==> config.mk <==
export PLATFORM = sky130hd
export DESIGN_NAME = bcd_scan_mux
export DESIGN_NICKNAME = d
export VERILOG_FILES = /design/src/rtl/bcd_scan_mux.sv
export SDC_FILE = /design/constraint.sdc
export NUM_CORES = 1
export LEC_CHECK = 0
export ABC_AREA = 1
export CORE_ASPECT_RATIO = 1.25
export CORE_UTILIZATION = 45
export DETAILED_ROUTE_END_ITERATION = 6
export PLACE_DENSITY = 0.73
export SYNTH_ARGS = -nofsm -noshare
export SYNTH_HDL_FRONTEND = slang
export SYNTH_SLANG_ARGS = --single-unit
==> constraint.sdc <==
create_clock -name clock -period 2.11 [get_ports clock]
set_clock_uncertainty 0.2 [all_clocks]
set_input_delay 0.633 -clock clock [delete_from_list [all_inputs] [get_ports clock]]
set_output_delay 0.633 -clock clock [all_outputs]
set_load 0.01 [all_outputs]
==> src/rtl/bcd_scan_mux.sv <==
// bcd_scan_mux: multiplexes a packed BCD value onto one digit at a time.
// Optional leading-zero blanking is enabled by defining LEADING_ZERO_BLANK_EN.
module bcd_scan_mux #(
    parameter int DIGITS   = 4,
    parameter int PRESCALE = 1000,
    parameter int PW       = 10
) (
    input  logic                clock,
    input  logic                reset,
    input  logic                load,
    input  logic [4*DIGITS-1:0] value,
    input  logic                blank_all,
    output logic [3:0]          BCD,
    output logic                Blanking,
    output logic [DIGITS-1:0]   Anode,
    output logic                load_ack,
    output logic                frame_done
);
    localparam int IW = (DIGITS > 1) ? $clog2(DIGITS) : 1;
    localparam logic [PW-1:0] PS_LAST  = PW'(PRESCALE - 1);
    localparam logic [IW-1:0] IDX_LAST = IW'(DIGITS - 1);

    logic [PW-1:0]       r_presc;
    logic [IW-1:0]       r_idx;
    logic [4*DIGITS-1:0] r_shadow;
    logic [4*DIGITS-1:0] r_pend;
    logic                r_pend_v;
    logic [3:0]          r_bcd;
    logic                r_blank;
    logic [DIGITS-1:0]   r_anode;
    logic                r_ack;
    logic                r_frame;

    logic                w_presc_wrap;
    logic                w_frame;
    logic                w_commit;
    logic [PW-1:0]       w_presc_nx;
    logic [IW-1:0]       w_idx_nx;
    logic [4*DIGITS-1:0] w_shadow_nx;
    logic [DIGITS-1:0]   w_lz;

    always_comb begin
        w_presc_wrap = (r_presc == PS_LAST);
        w_frame      = w_presc_wrap && (r_idx == IDX_LAST);
        w_presc_nx   = w_presc_wrap ? '0 : r_presc + 1'b1;
        w_idx_nx     = r_idx;
        if (w_presc_wrap)
            w_idx_nx = (r_idx == IDX_LAST) ? '0 : r_idx + 1'b1;
        // A load on the boundary cycle itself bypasses the pending register
        w_commit    = w_frame && (load || r_pend_v);
        w_shadow_nx = r_shadow;
        if (w_frame && load)
            w_shadow_nx = value;
        else if (w_frame && r_pend_v)
            w_shadow_nx = r_pend;
    end

`ifdef LEADING_ZERO_BLANK_EN
    logic w_zrun;

    always_comb begin
        w_lz   = '0;
        w_zrun = 1'b1;
        for (int i = DIGITS - 1; i >= 1; i--) begin
            w_zrun  = w_zrun && (w_shadow_nx[4*i +: 4] == 4'd0);
            w_lz[i] = w_zrun;
        end
    end
`else
    assign w_lz = '0;
`endif

    always_ff @(posedge clock) begin
        if (reset) begin
            r_presc  <= '0;
            r_idx    <= '0;
            r_shadow <= '0;
            r_pend   <= '0;
            r_pend_v <= 1'b0;
            r_anode  <= '1;
            r_blank  <= 1'b1;
            r_bcd    <= '0;
            r_ack    <= 1'b0;
            r_frame  <= 1'b0;
        end else begin
            r_presc  <= w_presc_nx;
            r_idx    <= w_idx_nx;
            r_shadow <= w_shadow_nx;
            if (w_frame) begin
                r_pend_v <= 1'b0;
            end else if (load) begin
                r_pend   <= value;
                r_pend_v <= 1'b1;
            end
            r_anode <= ~(DIGITS'(1) << w_idx_nx);
            r_bcd   <= w_shadow_nx[{w_idx_nx, 2'b00} +: 4];
            r_blank <= blank_all || w_lz[w_idx_nx];
            r_ack   <= w_commit;
            r_frame <= w_frame;
        end
    end

    assign BCD        = r_bcd;
    assign Blanking   = r_blank;
    assign Anode      = r_anode;
    assign load_ack   = r_ack;
    assign frame_done = r_frame;

endmodule
* Yosys cells after proc, flatten, opt, wreduce, memory -nomap -nowiden
Cells that the tools add are included.
** Storage, ports and cells
- Flip-flop bits (word level) :: 56
** Operators by class
- Add/subtract/negate cells :: 2
- Magnitude comparators :: 1
- Equality and inequality tests :: 2
- Shift operators :: 2
- Muxes and demuxes :: 6
- Bitwise operators :: 2
- Reductions and logical operators :: 9
** Operators with widths (count)
- 16-bit two-way mux :: 2
- 16-bit by 5-bit indexed part select with 4-bit output :: 1
- 10-bit by 1-bit adder with 10-bit output, second input constant :: 1
- 10-bit == test, second input constant :: 1
- 1-bit logical AND :: 4
- 2-bit two-way mux :: 2
- 4-bit NOT :: 1
- 2-bit OR reduction :: 2
- 1-bit by 2-bit << shifter with 4-bit output, first input constant :: 1
- 2-bit by 3-bit < comparator with 1-bit output, second input constant :: 1
- 2-bit by 1-bit adder with 2-bit output, second input constant :: 1
- 1-bit binary-select mux with 2-bit select :: 1
- 2-bit == test, second input constant :: 1
- 1-bit logical OR :: 2
- 2-bit AND reduction :: 1
- 1-bit two-way mux :: 1
- 1-bit NOT :: 1

* Longest topological paths before layout
- Word-level depth :: 6
- Depth in mapped cells :: 12

* Worst setup path after synthesis
Ideal clock, no wire load.
- Path kind :: reg-to-reg
- Start point :: reg r_presc[0]
- End point :: reg r_bcd[2] (netlist: BCD[2])
- Setup time :: 0.128 ns
- Arrival :: 1.558 ns
- Required time :: 1.782 ns
- Slack :: 0.224 ns
- Stages on the path, launching flop included :: 11
- Cell sequence :: dfxtp_1 -> ha_1 -> nand3_2 -> nor2_8 -> nand3_4 -> buf_2 -> or2_1 -> nand3_1 -> nand2_1 -> nor2_1 -> nor2_1
** On the way
- Word-level cells in the longest chain between the ends :: 6
** RTL lines
- start: declaration :: line 23 : logic [PW-1:0] r_presc;
- start signal: assignment :: line 86 : r_presc <= w_presc_nx;
- 10-bit == test (*) :: line 43 : w_presc_wrap = (r_presc == PS_LAST);
- 1-bit logical AND :: line 44 : w_frame = w_presc_wrap && (r_idx == IDX_LAST);
- 1-bit logical AND :: line 54 : else if (w_frame && r_pend_v)
- 16-bit two-way mux :: line 54
- 16-bit two-way mux :: line 52 : if (w_frame && load)
- 16-bit by 5-bit indexed part select with 4-bit output (*) :: line 96 : r_bcd <= w_shadow_nx[{w_idx_nx, 2'b00} +: 4];
- end signal: assignment :: line 96
- end: declaration :: line 28 : logic [3:0] r_bcd;
Mark *: on every way between the ends. The rest lies on a longest branch, timed or not.
A chain may end at the register's enable or synchronous reset.

* Final worst setup path
- Start point :: reg r_bcd[2] (netlist: BCD[2])
- End point :: out BCD[2]
** RTL lines
- end: declaration :: line 13 : output logic [3:0] BCD,
No word-level cell between the ends.

==> metrics <==
outcome completed; Vias 2356; Cell Area, Synth roughly 2400 µm²; filler-free cell count of the finished design 451; crit path cell chain clkdlybuf4s50_1; Hold Vio Cnt, Final 0; Final ANT Viol Nets 0; initial antenna violation count 0; Hold Path Class reg2reg; commonest non-fill, non-tap cells in the layout nand2_1 (71), nor2_1 (56), dfxtp_1 (50), nand3_1 (34), clkdlybuf4s50_1 (30); Clock Tree Buf Depth 2; Power Total 1.856 mW; WHS 291.3 ps; finished layout cell area 3176 µm²; sequential-to-total area share from yosys stat 45.90%; P_leak ~1.3 nW; measured slew at the worst slew-check pin 351.7 ps; WP data arrival 1210 ps; synth unique cells 29; crit-path max FO 1; number of buffers inserted by hold repair at cts 0; clock sink count 56; Root Driver clkbuf_8; DRT iter0 DRCs roughly 110; PD cells around 600 nW/µm²; clock period minus worst slack 2047 ps; CTS tree yes; WL final about 6000 µm; Die X just under 70 µm; clk slew on worst S/H paths roughly 90 ps; Residual DRC 0; Post-Place Setup Slack -210.5 ps; Tcrit/Tclk final a little over nine tenths; top achievable clock speed between 400 and 500 MHz; H-tree Lvls 2; CP Class reg2out; synthesized flop and latch total 56; YS warnings 0; worst setup slack after layout 63.23 ps; most common library cell in the layout ignoring fill and taps nand2_1; core region area 5152 µm²; Post-DP Area approximately 3000 µm²; Top Family by Delay on Critical Path buffers and inverters; Skew-Pair Late Insertion Delay 310 ps; CP max stage cell clkdlybuf4s50_1; Req. time, crit path 1280 ps; IO Pins 31; Site Rows 29; Max IR drop VDD 0.3777 mV; setup tns final 0 ps; number of global-route vias before repair 2164; starting density of the core a little under half; Routed WL per cell 13.36 µm; maxcap violations 0; final slew viol count 0; Crit path buffers/inverters 1; Slew headroom 76.37%; Cells after Synth 333; r2r setup slk 90 ps; final core utilization 61.63%; Placer Congestion 0.8635; max incr delay on CP 540 ps; diode count 0; Finish-stage setup viols 0; kind of end point of the critical path output port; CTS Buf Count 5; Via density 5.224; GRT Util Overall a little over a fifth; first-pass GRT wire length 9411 µm; HPWL after DPL between 3000 and 4000 µm; total grt overflow 0; Synthesized Nets 355; Syn Area/Cell 7.334 µm²; Critical Path Start Type flip-flop; IO buf count 30; layout cells sized above 1 17.22%; router iterations before antenna repair 4; Placed Cells 434; Chip Height roughly 84 µm; largest net degree at the start of global routing 25; DIE AREA 5728 µm²; Nets 410; area grow syn2layout 30.02%
==> cell type report <==
class	instances	area [µm²]
repair buffers	61	556.8
multi-input cells	239	1222
flip-flops and latches	56	1131
well taps	62	77.57
fillers	474	1977
clock buffers	8	90.09
inverters	25	97.59
==> report_power, final <==
group,total (mW),switching [mW],internal [mW]
registers,1.10,0.0174,1.09
clock network,0.608,0.340,0.269
logic,0.144,0.0716,0.0725
total,1.86,0.429,1.43
==> final timing paths <==
kind                                               from  depth (start not counted)                      end
worst max register to register    r_presc[0]$_SDFF_PP0_                         11        BCD[1]$_SDFF_PP0_
worst min-delay path            r_pend[10]$_SDFFE_PP0P_                          2  r_pend[10]$_SDFFE_PP0P_
worst min register to register  r_pend[10]$_SDFFE_PP0P_                          2  r_pend[10]$_SDFFE_PP0P_
worst max-delay path                  BCD[2]$_SDFF_PP0_                          1                   BCD[2]
==> state kept, by name, indices dropped and copies added, names as in the netlist <==
| name | count |
|---|---|
| r_idx | 2 |
| frame_done | 1 |
| r_presc | 10 |
| Anode | 4 |
| load_ack | 1 |
| r_pend | 16 |
| BCD | 4 |
| r_shadow | 16 |
| r_pend_v | 1 |
| Blanking | 1 |
==> tightest hold or removal path: cells and delay by family, from the launching register on <==
family	cells	cell delay, ps
flip-flops	1	320
AND/OR/NAND/NOR	2	140
==> repair_timing <==
action / 4_1_cts / 5_1_grt
endpoints found under the setup margin: 8 / 4
setup buffers: 5 / 2
resized for setup: 2 / 18
gates cloned: 0 / 2
pin swaps: 2 / 3
==> Yosys cell counts, drive strengths merged <==
master,count,area share [%]
clkbuf,7,1.1
xor2,1,0.36
buf,8,2.0
nand3,39,9.4
clkinv,1,0.15
nand2,72,11
a21oi,12,2.5
o21ai,19,4.0
nor2,59,10
nor3,2,0.41
nand4,17,4.4
o21a,1,0.31
inv,24,3.7
nor3b,3,0.92
dfxtp,56,46
or2,9,2.3
o211ai,1,0.31
ha,2,1.0
==> layer usage <==
metal / wire length, µm / vias to the layer above / global-route usage (%)
li1: - / 1201 / -
met1: 2573 / 1085 / 25.27
met2: 3023 / 57 / 36.45
met3: 274 / 13 / 4.212
met4: 156 / 0 / 9.091
met5: 0 / - / 0
==> cell families (layout without fill, tap and decap cells) <==
family                   after synthesis  in the layout  share of synthesized area (%)
AND/OR/NAND/NOR                      201            203                          38.63
adder cells (fa/ha/maj)                2              2                          1.024
AO/OA/AOI/OAI                         33             33                          7.121
flip-flops                            56             56                          45.90
XOR/XNOR                               1              1                         0.3587
buffers and inverters                 40             94                          6.967
Power figures use the tool's default switching activity.
